### src/rtl/imem_loader_pkg.sv
// Shared types and constants for the instruction-memory boot loader.
// The CSUM state and its trailer byte exist only when IMEM_LOADER_CHECKSUM_EN is defined.
package imem_loader_pkg;

    localparam int IMEM_BYTES_DEFAULT = 160;
    localparam int HDR_BYTES          = 2;
    localparam int WORD_BYTES         = 4;

    typedef enum logic [2:0] {
        IDLE,
        HDR0,
        HDR1,
        DATA,
`ifdef IMEM_LOADER_CHECKSUM_EN
        CSUM,
`endif
        DONE,
        ERR
    } loader_state_t;

    // States in which the loader consumes stream bytes.
    function automatic logic takes_bytes(loader_state_t s);
        return (s == HDR0) || (s == HDR1) || (s == DATA)
`ifdef IMEM_LOADER_CHECKSUM_EN
            || (s == CSUM)
`endif
            ;
    endfunction

endpackage

### src/rtl/imem_word_packer.sv
// Packs accepted stream bytes little-endian into 32-bit words.
// word_done_o fires in the cycle the 4th byte of a word is presented; word_o is valid then.
module imem_word_packer (
    input  logic        clk,
    input  logic        reset_n,
    input  logic        clear_i,
    input  logic        byte_valid_i,
    input  logic [7:0]  byte_i,
    output logic        word_done_o,
    output logic [31:0] word_o
);

    logic [1:0]  idx_q, idx_d;
    logic [23:0] sh_q, sh_d;

    // NOTE: every combinational output gets a default first so no latch is inferred.
    always_comb begin
        idx_d = idx_q;
        sh_d  = sh_q;
        if (clear_i) begin
            idx_d = '0;
        end else if (byte_valid_i) begin
            idx_d = idx_q + 2'd1;
            sh_d  = {byte_i, sh_q[23:8]};
        end
    end

    assign word_done_o = byte_valid_i && !clear_i && (idx_q == 2'd3);
    assign word_o      = {byte_i, sh_q};

    // NOTE: state registers use non-blocking assignments so all flops update together.
    always_ff @(posedge clk or negedge reset_n) begin
        if (!reset_n) begin
            idx_q <= '0;
            sh_q  <= '0;
        end else begin
            idx_q <= idx_d;
            sh_q  <= sh_d;
        end
    end

endmodule

### src/rtl/imem_loader.sv
// Boot-time loader: header word count, then little-endian words written to instruction memory.
// Define IMEM_LOADER_CHECKSUM_EN to require a trailing XOR checksum byte before release.
module imem_loader
    import imem_loader_pkg::*;
#(
    parameter int MEM_BYTES = IMEM_BYTES_DEFAULT,
    parameter int CNT_W     = 16
) (
    input  logic             clk,
    input  logic             reset_n,
    input  logic             start,
    input  logic             in_valid,
    input  logic [7:0]       in_data,
    output logic             in_ready,
    output logic             wr_en,
    output logic [63:0]      wr_addr,
    output logic [31:0]      wr_data,
    output logic             busy,
    output logic             cpu_run,
    output logic             error,
    output logic [CNT_W-1:0] words_loaded
);

    localparam logic [CNT_W-1:0] MAX_WORDS = CNT_W'(MEM_BYTES / WORD_BYTES);
    localparam int               LO_W      = 8 * (HDR_BYTES - 1);
`ifdef IMEM_LOADER_CHECKSUM_EN
    localparam loader_state_t    PAYLOAD_END = CSUM;
`else
    localparam loader_state_t    PAYLOAD_END = DONE;
`endif

    loader_state_t    state_q, state_d;
    logic [LO_W-1:0]  cnt_lo_q, cnt_lo_d;
    logic [CNT_W-1:0] count_q, count_d;
    logic [CNT_W-1:0] words_q, words_d;
    logic             wr_en_q, wr_en_d;
    logic [63:0]      wr_addr_q, wr_addr_d;
    logic [31:0]      wr_data_q, wr_data_d;
`ifdef IMEM_LOADER_CHECKSUM_EN
    logic [7:0]       csum_q, csum_d;
`endif

    logic             accept;
    logic             word_done;
    logic [31:0]      word;
    logic [CNT_W-1:0] hdr_count;

    assign in_ready  = takes_bytes(state_q);
    assign accept    = in_valid && in_ready;
    assign hdr_count = CNT_W'({in_data, cnt_lo_q});

    imem_word_packer u_packer (
        .clk          (clk),
        .reset_n      (reset_n),
        .clear_i      (state_q == HDR0),
        .byte_valid_i (accept && (state_q == DATA)),
        .byte_i       (in_data),
        .word_done_o  (word_done),
        .word_o       (word)
    );

    always_comb begin
        state_d   = state_q;
        cnt_lo_d  = cnt_lo_q;
        count_d   = count_q;
        words_d   = words_q;
        wr_en_d   = 1'b0;
        wr_addr_d = wr_addr_q;
        wr_data_d = wr_data_q;
`ifdef IMEM_LOADER_CHECKSUM_EN
        csum_d    = csum_q;
`endif
        case (state_q)
            IDLE, DONE, ERR: begin
                if (start) begin
                    state_d = HDR0;
                    words_d = '0;
`ifdef IMEM_LOADER_CHECKSUM_EN
                    csum_d  = '0;
`endif
                end
            end
            HDR0: begin
                if (accept) begin
                    cnt_lo_d = in_data;
                    state_d  = HDR1;
                end
            end
            HDR1: begin
                if (accept) begin
                    count_d = hdr_count;
                    if (hdr_count == '0) begin
                        state_d = PAYLOAD_END;
                    end else if (hdr_count > MAX_WORDS) begin
                        state_d = ERR;
                    end else begin
                        state_d = DATA;
                    end
                end
            end
            DATA: begin
`ifdef IMEM_LOADER_CHECKSUM_EN
                if (accept) begin
                    csum_d = csum_q ^ in_data;
                end
`endif
                // Address uses the pre-increment count so word N lands at byte 4*N.
                if (word_done) begin
                    wr_en_d   = 1'b1;
                    wr_addr_d = {{(64 - CNT_W - 2){1'b0}}, words_q, 2'b00};
                    wr_data_d = word;
                    words_d   = words_q + CNT_W'(1);
                    if (words_q + CNT_W'(1) == count_q) begin
                        state_d = PAYLOAD_END;
                    end
                end
            end
`ifdef IMEM_LOADER_CHECKSUM_EN
            CSUM: begin
                if (accept) begin
                    state_d = (in_data == csum_q) ? DONE : ERR;
                end
            end
`endif
            default: state_d = IDLE;
        endcase
    end

    always_ff @(posedge clk or negedge reset_n) begin
        if (!reset_n) begin
            state_q   <= IDLE;
            cnt_lo_q  <= '0;
            count_q   <= '0;
            words_q   <= '0;
            wr_en_q   <= 1'b0;
            wr_addr_q <= '0;
            wr_data_q <= '0;
`ifdef IMEM_LOADER_CHECKSUM_EN
            csum_q    <= '0;
`endif
        end else begin
            state_q   <= state_d;
            cnt_lo_q  <= cnt_lo_d;
            count_q   <= count_d;
            words_q   <= words_d;
            wr_en_q   <= wr_en_d;
            wr_addr_q <= wr_addr_d;
            wr_data_q <= wr_data_d;
`ifdef IMEM_LOADER_CHECKSUM_EN
            csum_q    <= csum_d;
`endif
        end
    end

    assign wr_en        = wr_en_q;
    assign wr_addr      = wr_addr_q;
    assign wr_data      = wr_data_q;
    assign words_loaded = words_q;
    assign busy         = in_ready;
    assign cpu_run      = (state_q == DONE);
    assign error        = (state_q == ERR);

endmodule

### config.mk
export PLATFORM = sky130hd
export DESIGN_NAME = imem_loader
export DESIGN_NICKNAME = d
export VERILOG_FILES = /design/src/rtl/imem_loader_pkg.sv /design/src/rtl/imem_word_packer.sv /design/src/rtl/imem_loader.sv
export SDC_FILE = /design/constraint.sdc
export NUM_CORES = 1
export LEC_CHECK = 0
export ABC_AREA = 1
export BUFFER_PORTS_ARGS = -buffer_cell sky130_fd_sc_hd__buf_2
export CORE_MARGIN = 1
export CORE_UTILIZATION = 49
export CTS_CLUSTER_DIAMETER = 80
export DETAILED_ROUTE_END_ITERATION = 7
export GPL_TIMING_DRIVEN = 1
export PLACE_DENSITY = 0.77
export SYNTH_ARGS = -nofsm -noshare
export SYNTH_HDL_FRONTEND = slang
export SYNTH_SLANG_ARGS = --single-unit
### constraint.sdc
create_clock -name clk -period 1.8 [get_ports clk]
set_clock_uncertainty 0.2 [all_clocks]
set_input_delay 0.09 -clock clk [delete_from_list [all_inputs] [get_ports clk]]
set_output_delay 0.09 -clock clk [all_outputs]
set_load 0.01 [all_outputs]
==> results.tsv, run 1 <==
metric	value	unit
max-cap-violations	0	
grt_pass1_wl	22100	µm
path_cells	nand2_2, nor2_4, nand4_1, nand2_2, nand2_1, nand2_1, nand2_2, nor2_2, nand3_2, nand2_2, nand2_2, nand2_1, nand2_1	
violations	negative setup slack	
synth_edf_count	0	
worst_hold_slack	271	ps
fmax	0.447	GHz
path_clk_slew	60	ps
final_cell_mix	nand2_1, dfrtp_1, o21ai_0	
reg2reg_depth	13	
netlist_top_cells_area	dfrtp_1, nand2_1, o21ai_0	
synth_cell_type_count	30	
power.leakage	3.94	nW
hold_viol_final	0	
cts_buffers	17	
wl_per_cell	15.1	µm
instances_no_fill	975	
fp.dieH	109	µm
path_class	register to register	
drive_above_1_share	0.320	
h-tree-depth	4	
gp_congestion	0.856	
path_buf_inv	0	
yosys.area.top_type_share	0.531	
dp_cells	907	
path_delay_family	simple AND/OR/NAND/NOR gates	
async_reset_ff_frac	1.00	
nNetsFinal	836	
die-area	11800	µm²
grtUsageTotal	0.249	
postSynthCellCount	652	
antenna_cells	0	
rsz0062_at_grt	true	
setup_slack	-439	ps
cts_root_buf	clkbuf_16	
cts_tree	yes	
place_hpwl	9080	µm
vias	4966	
grt_max_degree	53	
ys_seq_area_frac	0.531	
cp-end-kind	register	
syn_area	5560	µm²
clock_latency	420	ps
cp-startpoint	words_loaded[5]$_DFFE_PN0P_	
irDropWorstVdd	0.00121	V
avgViaCountPerCell	5.09	
path_max_fanout	5	
syn_avg_cell_area	8.52	µm²
core	10900	µm²
rrSetupSlack	-440	ps
ys_ff_latch	118	
rr_startpoint	words_loaded[5]$_DFFE_PN0P_	
cp-start-kind	register	
portBuffers	80	
synth_ff_type	dfrtp_1	
grt_pass1_vias	4613	
cts.sinks	118	
cp_common_cell	nand2_2	
p_per_area	1270	nW/µm²
drtIter0Drc	417	
place_area	6390	µm²
final_cell_area	7530	µm²
slowest_delay	410	ps
crit_path_top_delay_cell	dfrtp_1	
crit_cells	13	
critPathCapture	state_q[1]$_DFFE_PN0P_	
drt-total-wl	14700	µm
antenna_found_initial	0	
yosys.area.top_type	dfrtp_1	
cp_data_arrival_time	2350	ps
drv_slew	0	
drc	0	
outcome	complete, but fails checks	
rows	38	
fin_crit_sh	1.24	
setup_viol	21	
period_needed	2240	ps
mostFrequentLayoutCell	nand2_1	
first_pass_iters	6	
die_w	109	µm
clock_path_buffers	2	
ys.warnings.count	0	
cp.required	1910	ps
worstReg2RegEnd	state_q[1]$_DFFE_PN0P_	
grt.overflow.total	0	
initial_core_util	0.508	
drt.antenna.violating_nets	0	
io_pins	129	
p_total	9.56	mW
area_growth	35.5	%
hold_path.class	register to register	
-- worst min-delay path by stage --
stage | from | end | slack, ps | cells after the start
finish | wr_data[7]$_DFFE_PN0P_ | wr_data[7]$_DFFE_PN0P_ | 270 | 2
global route | wr_addr[11]$_DFFE_PN0P_ | wr_addr[11]$_DFFE_PN0P_ | 300 | 2
CTS | u_packer.sh_q[4]$_DFFE_PN0P_ | wr_data[4]$_DFFE_PN0P_ | 270 | 2
detailed placement | reset_n | count_q[5]$_DFFE_PN0P_ | -120 | 1
global placement | reset_n | count_q[5]$_DFFE_PN0P_ | -120 | 1
floorplan | reset_n | cnt_lo_q[0]$_DFFE_PN0P_ | -410 | 0
-- final cells by class --
type	instances	area, µm²
fillers	806	3400
flip-flops and latches	118	2960
multi-input cells	443	2260
repair buffers	174	1230
clock buffers	17	425
inverters	68	264
clock inverters	15	215
well taps	140	175
-- layer usage --
metal  up-vias  routed length, µm  global-route usage
met5         -                  0                   0
met4         0                385               0.126
met3        35               1030              0.0579
met2       256               7260               0.397
met1      2348               6040               0.318
li1       2327                  -                   -
-- per-stage QoR --
step           utilization  TNS, ps  setup slack, ps
6_report             0.689    -3300             -439
5_1_grt              0.689    -6920             -567
4_1_cts              0.666    -3100             -257
3_5_place_dp         0.584    -1540             -271
3_3_place_gp         0.584    -1230             -183
2_1_floorplan            -     -317            -47.0
-- power by group --
part	internal (mW)	total, mW	leakage, nW	switching (mW)
Clock	2.35	3.65	0.304	1.30
Sequential	3.19	3.60	1.58	0.411
Combinational	0.974	2.31	2.05	1.34
-- Yosys cell counts (5+ instances only) --
master / instances
buf_4: 49
clkbuf_1: 17
dfrtp_1: 118
inv_1: 64
nand2_1: 193
nand2_2: 6
nand3_1: 22
nand3b_1: 6
nand4_1: 6
nor2_1: 23
nor2_2: 6
nor3_1: 5
o21ai_0: 88
o22ai_1: 13
xnor2_1: 5
-- state kept, by name (all words and copies together) (netlist names), 2 cells and up --
name / count
words_loaded: 16
u_packer.idx_q: 2
count_q: 16
cnt_lo_q: 8
state_q: 3
u_packer.sh_q: 24
wr_data: 32
wr_addr: 16
-- tightest hold or removal path, cell delays in order, from the launching register on --
cell and delay [ps]:
dfrtp_1 340, nand2_1 50, nand2_1 50
-- timing repair --
| item | in CTS | in global routing |
|---|---|---|
| hold buffers | 12 | 0 |
| buffers inserted | 10 | 17 |
| setup endpoints to repair | 22 | 72 |
| pin swaps | 13 | 29 |
| gates resized for setup | 7 | 46 |
| gates cloned | 1 | 0 |
| hold endpoints to repair | 154 | 0 |
-- logic make-up after synthesis --
logic type | Yosys count | synth area share
and+or+nand+nor | 274 | 0.212
buffers and inverters | 138 | 0.128
DFF | 118 | 0.531
AOI/OAI and AO/OA | 109 | 0.105
xor gates and xnor gates | 6 | 0.00946
muxes | 4 | 0.00810
adders and majority gates | 2 | 0.00450
other | 1 | 0.000675
(Power assumes the default switching activity.)
==> run 2, diff against run 1 <==
--- a/config.mk
+++ b/config.mk
@@ -8,11 +8,11 @@
 export ABC_AREA = 1
 export BUFFER_PORTS_ARGS = -buffer_cell sky130_fd_sc_hd__buf_2
 export CORE_MARGIN = 1
-export CORE_UTILIZATION = 49
+export CORE_UTILIZATION = 45
 export CTS_CLUSTER_DIAMETER = 80
 export DETAILED_ROUTE_END_ITERATION = 7
 export GPL_TIMING_DRIVEN = 1
-export PLACE_DENSITY = 0.77
+export PLACE_DENSITY = 0.71
 export SYNTH_ARGS = -nofsm -noshare
 export SYNTH_HDL_FRONTEND = slang
 export SYNTH_SLANG_ARGS = --single-unit
==> results.tsv, run 2 (synthesized netlist as in run 1, its figures left out) <==
metric	value	unit	change
grt_max_degree	52		was 53
area_growth	37.6	%	was 35.5%
largest_reg_flops	32		unchanged
drc	0		unchanged
hold_path.class	primary input to async pin		was register to register
nNetsFinal	835		was 836
io_pins	129		unchanged
grt.overflow.total	0		unchanged
cts_buffers	17		unchanged
hold_viol_final	0		unchanged
max-cap-violations	0		unchanged
h-tree-depth	4		unchanged
cts.sinks	118		unchanged
rr_startpoint	words_loaded[5]$_DFFE_PN0P_		unchanged
clock_latency	410	ps	was 420 ps
core	12000	µm²	was 10900 µm²
antenna_cells	0		unchanged
path_clk_slew	60	ps	about the same
period_needed	2070	ps	was 2240 ps
irDropWorstVdd	0.00106	V	was 0.00121 V
gp_congestion	0.914		was 0.856
clock_path_buffers	2		unchanged
die-area	12800	µm²	was 11800 µm²
fin_crit_sh	1.15		was 1.24
portBuffers	80		unchanged
setup_slack	-274	ps	was -439 ps
path_class	register to register		unchanged
cts_root_buf	clkbuf_16		unchanged
antenna_found_initial	0		unchanged
cts_tree	yes		unchanged
reg2reg_depth	14		was 13
wl_per_cell	15.1	µm	about the same
cp-start-kind	register		unchanged
drtIter0Drc	321		was 417
cp-end-kind	register		unchanged
grt_pass1_wl	23500	µm	was 22100 µm
grt_pass1_vias	4662		was 4613
first_pass_iters	5		was 6
initial_core_util	0.463		was 0.508
drt-total-wl	14800	µm	was 14700 µm
fmax	0.482	GHz	was 0.447 GHz
drv_slew	0		unchanged
place_hpwl	9090	µm	was 9080 µm
p_per_area	1240	nW/µm²	was 1270 nW/µm²
final_util	0.637		was 0.689
path_max_fanout	5		unchanged
cp.required	1900	ps	was 1910 ps
cp-startpoint	words_loaded[5]$_DFFE_PN0P_		unchanged
final_cell_area	7650	µm²	was 7530 µm²
instances_no_fill	981		was 975
cp_data_arrival_time	2180	ps	was 2350 ps
vias	4904		was 4966
rsz0062_at_grt	true		unchanged
mostFrequentLayoutCell	nand2_1		unchanged
grtUsageTotal	0.240		was 0.249
p_total	9.51	mW	was 9.56 mW
violations	negative setup slack		unchanged
fp.dieH	113	µm	was 109 µm
power.leakage	4.03	nW	was 3.94 nW
outcome	complete, but fails checks		unchanged
avgViaCountPerCell	5.00		was 5.09
drt.antenna.violating_nets	0		unchanged
die_w	113	µm	was 109 µm
relSlewSlack	0.383		
final_cell_mix	nand2_1, dfrtp_1, o21ai_0, buf_2, buf_4		was nand2_1, dfrtp_1, o21ai_0
dp_cells	914		was 907
place_area	6410	µm²	was 6390 µm²
worst_pin_slew	925	ps	
drive_above_1_share	0.313		was 0.320
setup_viol	57		was 21
rows	40		was 38
-- run 2: critical path, stage by stage, from the launching register on --
cell and delay [ps]:
dfrtp_1 440, nand2_2 110, nor2_4 160, buf_4 140
nand4_1 90, nand2_1 100, nand2_1 50, nand2_1 60
nand2_2 70, nor2_2 120, nand3_2 130, nand2_4 120
nand2_4 60, nand2_2 60, nand2_1 50
-- run 2: path summary, 6_finish.rpt --
check | slack (ps) | endpoint
min reg2reg | 270 | wr_data[4]$_DFFE_PN0P_
max | -270 | state_q[1]$_DFFE_PN0P_
max in group asynchronous | 200 | u_packer.sh_q[13]$_DFFE_PN0P_
min | 70 | u_packer.sh_q[3]$_DFFE_PN0P_
min in group clk | 150 | words_loaded[7]$_DFFE_PN0P_
max reg2reg | -270 | state_q[1]$_DFFE_PN0P_
-- run 2: layer usage --
metal | global-route usage | wire length, µm | vias to the layer above
met2 | 0.401 | 7360 | 209
met1 | 0.305 | 6230 | 2342
met3 | 0.0546 | 886 | 28
met5 | 0 | 0 | -
met4 | 0.0930 | 312 | 0
li1 | - | - | 2325
-- run 2: per-stage QoR --
step                setup WS (ps)  TNS [ps]  hold slack, ps
global route                 -404     -8230            79.5
global placement             -188      -958            -117
CTS                          -260     -2850            52.2
floorplan                   -47.0      -317            -406
detailed placement           -265     -1300            -112
finish                       -274     -3930            66.4
-- run 2: power by group --
group	switching (mW)	leakage [nW]	internal, mW
Sequential	0.408	1.58	3.19
Combinational	1.43	2.15	1.08
Clock	1.22	0.299	2.18
-- run 2: timing repair --
item | 4_1_cts | 5_1_grt
resized for setup | 37 | 31
setup buffers | 11 | 9
endpoints found under the setup margin | 22 | 107
hold buffers | 12 | 0
pin swaps | 13 | 24
gates cloned | 5 | 0
hold endpoints to repair | 155 | 0
-- run 2: final cells by class --
type | count | area (µm²)
multi-input cells | 443 | 2290
fillers | 949 | 4360
flip-flops and latches | 118 | 2960
well taps | 147 | 184
repair buffers | 173 | 1350
clock inverters | 11 | 123
inverters | 68 | 264
clock buffers | 21 | 480
